--- src/rtl/ic_1533ir8_rx.sv ---
// ---------------------------------------------------------------------------
// ic_1533ir8_rx -- serial-to-parallel byte receiver with output holding
// register, consume handshake and sticky overrun flag.
//
// A frame starts on an edge with SE=1 and FS=1. That edge carries data bit 7,
// and the remaining bits follow MSB first on later SE=1 edges. When the last
// data bit (or the parity bit) is sampled, the byte is offered to the
// consumer through Q/VLD.
//
// Optional feature macro: IR8_PARITY_EN
//   defined   : 8 data bits plus a 9th even-parity bit sampled in state PAR;
//               PERR is loaded together with Q (1 = parity error).
//   undefined : 8-bit frames, no PAR state, PERR tied to 0.
//
// Ports
//   C    in   clock, rising edge active
//   R    in   asynchronous active-low reset
//   DI   in   serial data, sampled only when SE=1
//   SE   in   shift enable (0 = hold)
//   FS   in   frame start, qualified by SE=1
//   ACK  in   consumer accepts Q
//   CLR  in   clears OVR
//   SR   out  [7:0] live shift register contents
//   Q    out  [7:0] last delivered byte
//   VLD  out  Q holds an unconsumed byte
//   OVR  out  sticky overrun flag
//   PERR out  parity error for the byte in Q
// ---------------------------------------------------------------------------
module ic_1533ir8_rx (
  input  logic       C,
  input  logic       R,
  input  logic       DI,
  input  logic       SE,
  input  logic       FS,
  input  logic       ACK,
  input  logic       CLR,
  output logic [7:0] SR,
  output logic [7:0] Q,
  output logic       VLD,
  output logic       OVR,
  output logic       PERR
);

`ifdef IR8_PARITY_EN
  typedef enum logic [1:0] {IDLE = 2'd0, SHIFT = 2'd1, PAR = 2'd2} state_t;
`else
  typedef enum logic [1:0] {IDLE = 2'd0, SHIFT = 2'd1} state_t;
`endif

  state_t      state_q, state_d;
  logic [3:0]  cnt_q, cnt_d;
  logic [7:0]  sr_q, sr_d;
  logic [7:0]  q_q, q_d;
  logic        vld_q, vld_d;
  logic        ovr_q, ovr_d;
  logic [7:0]  shifted_s;
  logic [7:0]  new_byte_s;
  logic        done_s;
  logic        ovr_set_s;
`ifdef IR8_PARITY_EN
  logic        perr_q, perr_d;
  logic        new_perr_s;
`endif

  assign shifted_s = {sr_q[6:0], DI};

  // Frame sequencing: shift register, bit counter and state.
  always_comb begin
    state_d    = state_q;
    cnt_d      = cnt_q;
    sr_d       = sr_q;
    done_s     = 1'b0;
    new_byte_s = shifted_s;
`ifdef IR8_PARITY_EN
    new_perr_s = 1'b0;
`endif
    if (SE) begin
      if (FS) begin
        // A frame start in any state begins a fresh frame; this edge is bit 7.
        sr_d    = shifted_s;
        cnt_d   = 4'd1;
        state_d = SHIFT;
      end else begin
        case (state_q)
          IDLE: begin
            state_d = IDLE;
          end
          SHIFT: begin
            sr_d  = shifted_s;
            cnt_d = cnt_q + 4'd1;
            if (cnt_q == 4'd7) begin
`ifdef IR8_PARITY_EN
              state_d = PAR;
`else
              state_d    = IDLE;
              cnt_d      = 4'd0;
              done_s     = 1'b1;
              new_byte_s = shifted_s;
`endif
            end else begin
              state_d = SHIFT;
            end
          end
`ifdef IR8_PARITY_EN
          PAR: begin
            // Parity bit is not shifted in; SR keeps the data byte.
            state_d    = IDLE;
            cnt_d      = 4'd0;
            done_s     = 1'b1;
            new_byte_s = sr_q;
            new_perr_s = (^sr_q) ^ DI;
          end
`endif
          default: begin
            state_d = IDLE;
            cnt_d   = 4'd0;
          end
        endcase
      end
    end else begin
      state_d = state_q;
    end
  end

  // Output holding register: delivery, consume and overrun.
  always_comb begin
    q_d       = q_q;
    vld_d     = vld_q;
    ovr_set_s = 1'b0;
`ifdef IR8_PARITY_EN
    perr_d    = perr_q;
`endif
    if (done_s) begin
      // A same-edge ACK frees the slot, so the new byte replaces the old one.
      if (!vld_q || ACK) begin
        q_d   = new_byte_s;
        vld_d = 1'b1;
`ifdef IR8_PARITY_EN
        perr_d = new_perr_s;
`endif
      end else begin
        ovr_set_s = 1'b1;
      end
    end else if (vld_q && ACK) begin
      vld_d = 1'b0;
    end else begin
      vld_d = vld_q;
    end
    // Setting the overrun flag takes priority over clearing it.
    if (ovr_set_s) begin
      ovr_d = 1'b1;
    end else if (CLR) begin
      ovr_d = 1'b0;
    end else begin
      ovr_d = ovr_q;
    end
  end

  // State and data registers.
  always_ff @(posedge C or negedge R) begin
    if (!R) begin
      state_q <= IDLE;
      cnt_q   <= 4'd0;
      sr_q    <= 8'd0;
      q_q     <= 8'd0;
      vld_q   <= 1'b0;
      ovr_q   <= 1'b0;
`ifdef IR8_PARITY_EN
      perr_q  <= 1'b0;
`endif
    end else begin
      state_q <= state_d;
      cnt_q   <= cnt_d;
      sr_q    <= sr_d;
      q_q     <= q_d;
      vld_q   <= vld_d;
      ovr_q   <= ovr_d;
`ifdef IR8_PARITY_EN
      perr_q  <= perr_d;
`endif
    end
  end

  assign SR  = sr_q;
  assign Q   = q_q;
  assign VLD = vld_q;
  assign OVR = ovr_q;
`ifdef IR8_PARITY_EN
  assign PERR = perr_q;
`else
  assign PERR = 1'b0;
`endif

endmodule

--- config.mk ---
export PLATFORM = sky130hd
export DESIGN_NAME = ic_1533ir8_rx
export DESIGN_NICKNAME = d
export VERILOG_FILES = /design/src/rtl/ic_1533ir8_rx.sv
export SDC_FILE = /design/constraint.sdc
export NUM_CORES = 1
export LEC_CHECK = 0
export CAP_MARGIN = 10
export CELL_PAD_IN_SITES_DETAIL_PLACEMENT = 1
export CELL_PAD_IN_SITES_GLOBAL_PLACEMENT = 1
export CORE_UTILIZATION = 48
export CTS_CLUSTER_SIZE = 24
export DETAILED_ROUTE_END_ITERATION = 16
export DONT_BUFFER_PORTS = 1
export PLACE_DENSITY_LB_ADDON = 0.1
export SLEW_MARGIN = 20
export SYNTH_ARGS = -nofsm -noshare
export SYNTH_HDL_FRONTEND = slang
export SYNTH_SLANG_ARGS = --single-unit
export TNS_END_PERCENT = 5
--- constraint.sdc ---
create_clock -name C -period 1.8 [get_ports C]
set_input_delay 0 -clock C [delete_from_list [all_inputs] [get_ports C]]
set_output_delay 0 -clock C [all_outputs]
set_load 0.03 [all_outputs]
==> reports/qor.yml, run 1 <==
status:
  status: "complete, no violations"
logic_synthesis:
  ys_types: 28
  yosys.area_share.simple_pct: 9.02
  synth_compound_area_share_pct: 7.68
  synth_top_area_share_pct: 56.1
  avgSynthCellArea_um2: 14.2
  yosys_warnings: 0
  synth_top_family_by_area: "multiplexers"
  synthAdderAreaFrac_pct: 1.22
  synth-seq-cells: 23
  netlist_area_um2: 1030
  synthCells: 72
  synth_top_area_cell: "dfrtp_1"
  synth_xor_area_share_pct: 0
  synthesis.nets: 80
  synth_mux_area_share_pct: 20.5
  yosysSeqAreaShare_pct: 56.1
  synth_area_leaders: "dfrtp_1 (56%), mux2_4 (12%), mux2_2 (8.8%)"
placement:
  preCtsSetupSlack_ps: 152
  placed_cells: 95
  dp_hpwl_um: 1180
  gp_congestion: 0.723
  io_buffers: 0
critical_path:
  start_kind: "flip-flop"
  arrival_ps: 1880
  path_class: "flip-flop to flip-flop"
  endpoint_kind: "flip-flop"
  critPathMaxFanout: 8
  crit_required_ps: 2000
die:
  core_um2: 1980
  die_area_um2: 2330
  row_count: 16
  die_y_um: 48.2
  boundaryPins: 26
  die_x_um: 48.2
  initial_utilization_pct: 51.8
power_and_ir_drop:
  power.total_mw: 1.61
  ir_worst_vdd_mv: 0.711
  p_comb_share_pct: 18.7
  p_per_area_nw_per_um2: 1430
  p_leak_nw: 0.510
  clock_power_share_pct: 14.9
  seq_power_share_pct: 66.5
  internal-power_mw: 0.957
  switching_share_pct: 40.5
  p_sw_mw: 0.652
global_route:
  grt_usage_pct: 17.4
  antenna_found_initial: 0
  grt_pass1_vias: 576
  grt_max_degree: 24
  grt_overflow_total: 0
  grt_pass1_wl_um: 2720
sta:
  fin_ws_ps: 124
  period_minus_slack_ps: 1680
  relSlewSlack_pct: 66.5
  rsz0062_at_grt: "no"
  fmax_mhz: 597
  skew_ps: 9.33
  timing.setup.tns_ps: 0
  fin_hold_ws_ps: 28.3
  slew_viol_final: 0
  post-route-period-util_pct: 93.1
  setup_viol: 0
  worst_slew_pin_slew_ps: 502
  finalHoldViolCount: 0
cells_and_area:
  final_cells: 107
  drive_gt1_share_pct: 33.8
  num_antenna_cells: 0
  layout_common_cells: "dfrtp_1 (23), mux2_4 (8), mux2_2 (8)"
  final_common_cell: "dfrtp_1"
  syn_to_final_growth_pct: 9.63
  fin_nets: 89
clocking:
  cts_resized: 0
  cts_root_buf: "clkbuf_4"
  clk_pin_slew_worst_paths_ps: 120
  holdBufCountCts: 7
  clockBufferDepth: 2
  postCtsSetupBuffers: 0
  clkSinkCount: 23
  cts_tree: "yes"
  htreeDepth: 1
  clock_latency_ps: 310
  numCtsBuffers: 3
route:
  wirelength_um: 1800
  drt_iter0_markers: 3
  drc: 0
  ant_nets: 0
  wire_per_inst_um: 16.8
  first_pass_iters: 2
  via_per_inst: 5.46
  num_vias: 584
job:
  drv_cap: 0
hold_path:
  holdCritPathClass: "input port to flip-flop"
[path summary, 6_finish.rpt]
| check | to | depth (start not counted) | slack (ps) | from |
|---|---|---|---|---|
| worst max-delay path | Q[0] | 4 | 120 | cnt_q[0] |
| worst min-delay path | cnt_q[3] | 2 | 30 | FS |
| worst max register to register | Q[0] | 4 | 120 | cnt_q[0] |
| worst min register to register | cnt_q[3] | 1 | 560 | cnt_q[3] |
| max in group asynchronous | Q[0] | 2 | 1290 | R |
| min in group asynchronous | SR[4] | 2 | 170 | R |
[cells in the mapped netlist]
cell type and instances:
buf_4 3, mux2_2 8, nand3b_1 1, nand3_1 3
and2b_2 1, nand2_1 2, a21oi_1 1, and3b_1 1
o221a_2 1, nor2b_1 2, ha_1 1, nand2b_1 1
o22ai_1 1, a22o_2 1, o21ai_0 1, buf_6 2
nand4_1 1, a31oi_1 1, inv_1 2, o2bb2ai_1 1
dfrtp_1 23, nor4b_1 1, conb_1 1, and4_4 1
o21ai_2 1, o21a_1 1, a221o_1 1, mux2_4 8
[registers in the layout, indices dropped and copies added, names as in the netlist]
register  cells
Q             8
VLD           1
state_q       1
SR            8
cnt_q         4
OVR           1
[stage by stage]
step | area [um2] | utilization [%]
2_1_floorplan | 1030 | -
3_3_place_gp | 1020 | 51.6
5_1_grt | 1120 | 56.8
3_5_place_dp | 1020 | 51.6
6_report | 1120 | 56.8
4_1_cts | 1120 | 56.5
[layout make-up]
cell class	count	area, um2
Clock buffer	3	22.5
Clock inverter	1	5.00
Fill cell	190	857
Inverter	2	7.51
Multi-Input combinational cell	42	398
Sequential cell	23	576
Tap cell	27	33.8
Timing Repair Buffer	9	82.6
[worst max-delay path, stage by stage, from the launching register on]
cell     delay [ps]
dfrtp_1         440
ha_1            240
and3b_1         230
and4_4          350
mux2_4          310
[power groups by stage]
stage	Sequential, mW	Combinational, mW	Clock (mW)
floorplan	1.04	0.254	0
global placement	1.08	0.261	0
detailed placement	1.09	0.269	0
CTS	1.08	0.301	0.252
global route	1.10	0.331	0.263
finish	1.07	0.301	0.239
[metal layers]
| metal | wire length (um) | up-vias | track usage, % |
|---|---|---|---|
| met5 | 0 | - | 0 |
| met4 | 13 | 0 | 6.67 |
| met3 | 117 | 2 | 5.56 |
| met2 | 796 | 20 | 25.1 |
| met1 | 871 | 289 | 24.2 |
| li1 | - | 273 | - |
[cells by family after synthesis]
group,count (synthesis)
fa+ha+maj,1
other cells,1
mux,16
flops,23
simple gates,14
buf+inv,7
compound gates,10
No activity file was read; power rests on OpenSTA's default activity.
==> run 2, diff against run 1 <==
PLACE_DENSITY_LB_ADDON = 0.15   (was 0.1)
==> reports/qor.yml, run 2 (synthesis gave the netlist of run 1 again) <==
global_route:
  grt_usage_pct: 16.9  # was 17.4%
  antenna_found_initial: 0  # unchanged
  grt_overflow_total: 0  # unchanged
  grt_pass1_vias: 622  # was 576
  grt_max_degree: 24  # unchanged
  grt_pass1_wl_um: 2690  # was 2720 um
cells_and_area:
  final_cells: 107  # unchanged
  drive_gt1_share_pct: 33.8  # unchanged
  layout_common_cells: "dfrtp_1 (23), mux2_4 (8), mux2_2 (8)"  # unchanged
  num_antenna_cells: 0  # unchanged
  final_common_cell: "dfrtp_1"  # unchanged
  fin_nets: 89  # unchanged
  syn_to_final_growth_pct: 9.63  # unchanged
  post-route-util_pct: 56.8  # unchanged
  fin_area_um2: 1120  # unchanged
clocking:
  cts_root_buf: "clkbuf_4"  # unchanged
  postCtsSetupBuffers: 0  # unchanged
  clk_pin_slew_worst_paths_ps: 130  # was 120 ps
  clkSinkCount: 23  # unchanged
  clockBufferDepth: 2  # unchanged
  cts_tree: "yes"  # unchanged
  htreeDepth: 1  # unchanged
  numCtsBuffers: 3  # unchanged
  clock_latency_ps: 310  # about the same
critical_path:
  max_stage_delay_ps: 440  # about the same
  endpoint_kind: "flip-flop"  # unchanged
  timing.rr.end: "Q[2]"  # was Q[0]
  r2r-start: "cnt_q[0]"  # unchanged
  path_delay_family: "simple AND/OR/NAND/NOR gates"  # unchanged
  ff2ff_path_depth: 4  # unchanged
  worstPathCellList: "ha_1 > and3b_1 > and4_4 > mux2_4"  # unchanged
  cp.buffers_inverters: 0  # unchanged
  slowest_stage: "dfrtp_1"  # unchanged
  arrival_ps: 1910  # was 1880 ps
  rrSetupSlack_ps: 110  # was 120 ps
  critPathMaxFanout: 8  # unchanged
  crit_required_ps: 2010  # was 2000 ps
  start_kind: "flip-flop"  # unchanged
  path_class: "flip-flop to flip-flop"  # unchanged
sta:
  worst_slew_pin_slew_ps: 515  # was 502 ps
  post-route-period-util_pct: 94.1  # was 93.1%
  fin_hold_ws_ps: 21.2  # was 28.3 ps
  timing.setup.tns_ps: 0  # unchanged
  skew_ps: 3.60  # was 9.33 ps
  fmax_mhz: 590  # was 597 MHz
  period_minus_slack_ps: 1690  # was 1680 ps
  setup_viol: 0  # unchanged
  finalHoldViolCount: 0  # unchanged
  relSlewSlack_pct: 65.7  # was 66.5%
  rsz0062_at_grt: "no"  # unchanged
  slew_viol_final: 0  # unchanged
die:
  core_um2: 1980  # unchanged
  die_x_um: 48.2  # unchanged
  boundaryPins: 26  # unchanged
  die_y_um: 48.2  # unchanged
  die_area_um2: 2330  # unchanged
  row_count: 16  # unchanged
  initial_utilization_pct: 51.8  # unchanged
power_and_ir_drop:
  p_leak_nw: 0.510  # unchanged
  ir_worst_vdd_mv: 0.743  # was 0.711 mV
  p_per_area_nw_per_um2: 1430  # about the same
hold_path:
  holdCritPathClass: "input port to flip-flop"  # unchanged
  hold_path_depth: 2  # unchanged
  min_from: "FS"  # unchanged
  holdPathEnd: "cnt_q[3]"  # unchanged
placement:
  gp_congestion: 0.733  # was 0.723
  io_buffers: 0  # unchanged
  place_area_um2: 1020  # unchanged
  dp_hpwl_um: 1200  # was 1180 um
  placed_cells: 95  # unchanged
status:
  status: "complete, no violations"  # unchanged
route:
  ant_nets: 0  # unchanged
  drc: 0  # unchanged
  drt_iter0_markers: 5  # was 3
  wirelength_um: 1870  # was 1800 um
  wire_per_inst_um: 17.5  # was 16.8 um
  first_pass_iters: 4  # was 2
  num_vias: 610  # was 584
  via_per_inst: 5.70  # was 5.46
job:
  drv_cap: 0  # unchanged
run 2: cell counts in the layout (fill, tap and decap cells not counted):
Identical to the previous run, type by type.
run 2: report_power, final:
part | leakage [nW] | total (mW) | switching (mW) | internal (mW)
clock network | 0.0177 | 0.240 | 0.157 | 0.0830
logic | 0.201 | 0.304 | 0.0976 | 0.206
registers | 0.291 | 1.07 | 0.402 | 0.668
total | 0.510 | 1.61 | 0.657 | 0.957
run 2: final cells by class:
class                           instances  area (um2)
Multi-Input combinational cell         42         398
Clock inverter                          1        5.00
Fill cell                             200         857
Tap cell                               27        33.8
Inverter                                2        7.51
Sequential cell                        23         576
Timing Repair Buffer                    9        82.6
Clock buffer                            3        22.5
run 2: worst max-delay path by stage:
stage	from	endpoint	slack, ps	cells past startpoint
global placement	cnt_q[0]	Q[2]	210	4
detailed placement	cnt_q[0]	Q[6]	160	4
finish	cnt_q[0]	Q[2]	110	4
CTS	cnt_q[0]	Q[6]	100	4
floorplan	cnt_q[0]	Q[0]	240	5
global route	cnt_q[0]	Q[4]	50	4
run 2: repair_timing:
| action | in CTS | in global routing |
|---|---|---|
| hold buffers | 7 | 1 |
| gates resized for setup | 0 | 0 |
| hold endpoints to repair | 32 | 23 |
run 2: per-stage QoR:
step	total power, mW	worst slack, ps
6_report	1.61	106
5_1_grt	1.70	46.0
4_1_cts	1.63	104
3_5_place_dp	1.36	159
3_3_place_gp	1.34	213
2_1_floorplan	1.29	242
run 2: routing by layer:
metal  GRT usage (%)  vias up  part of all wire, %
met2            24.5       24                   46
li1                -      276                    -
met1            25.0      306                   47
met3            4.07        4                  5.8
met5               0        -                    0
met4            5.00        0                  1.1
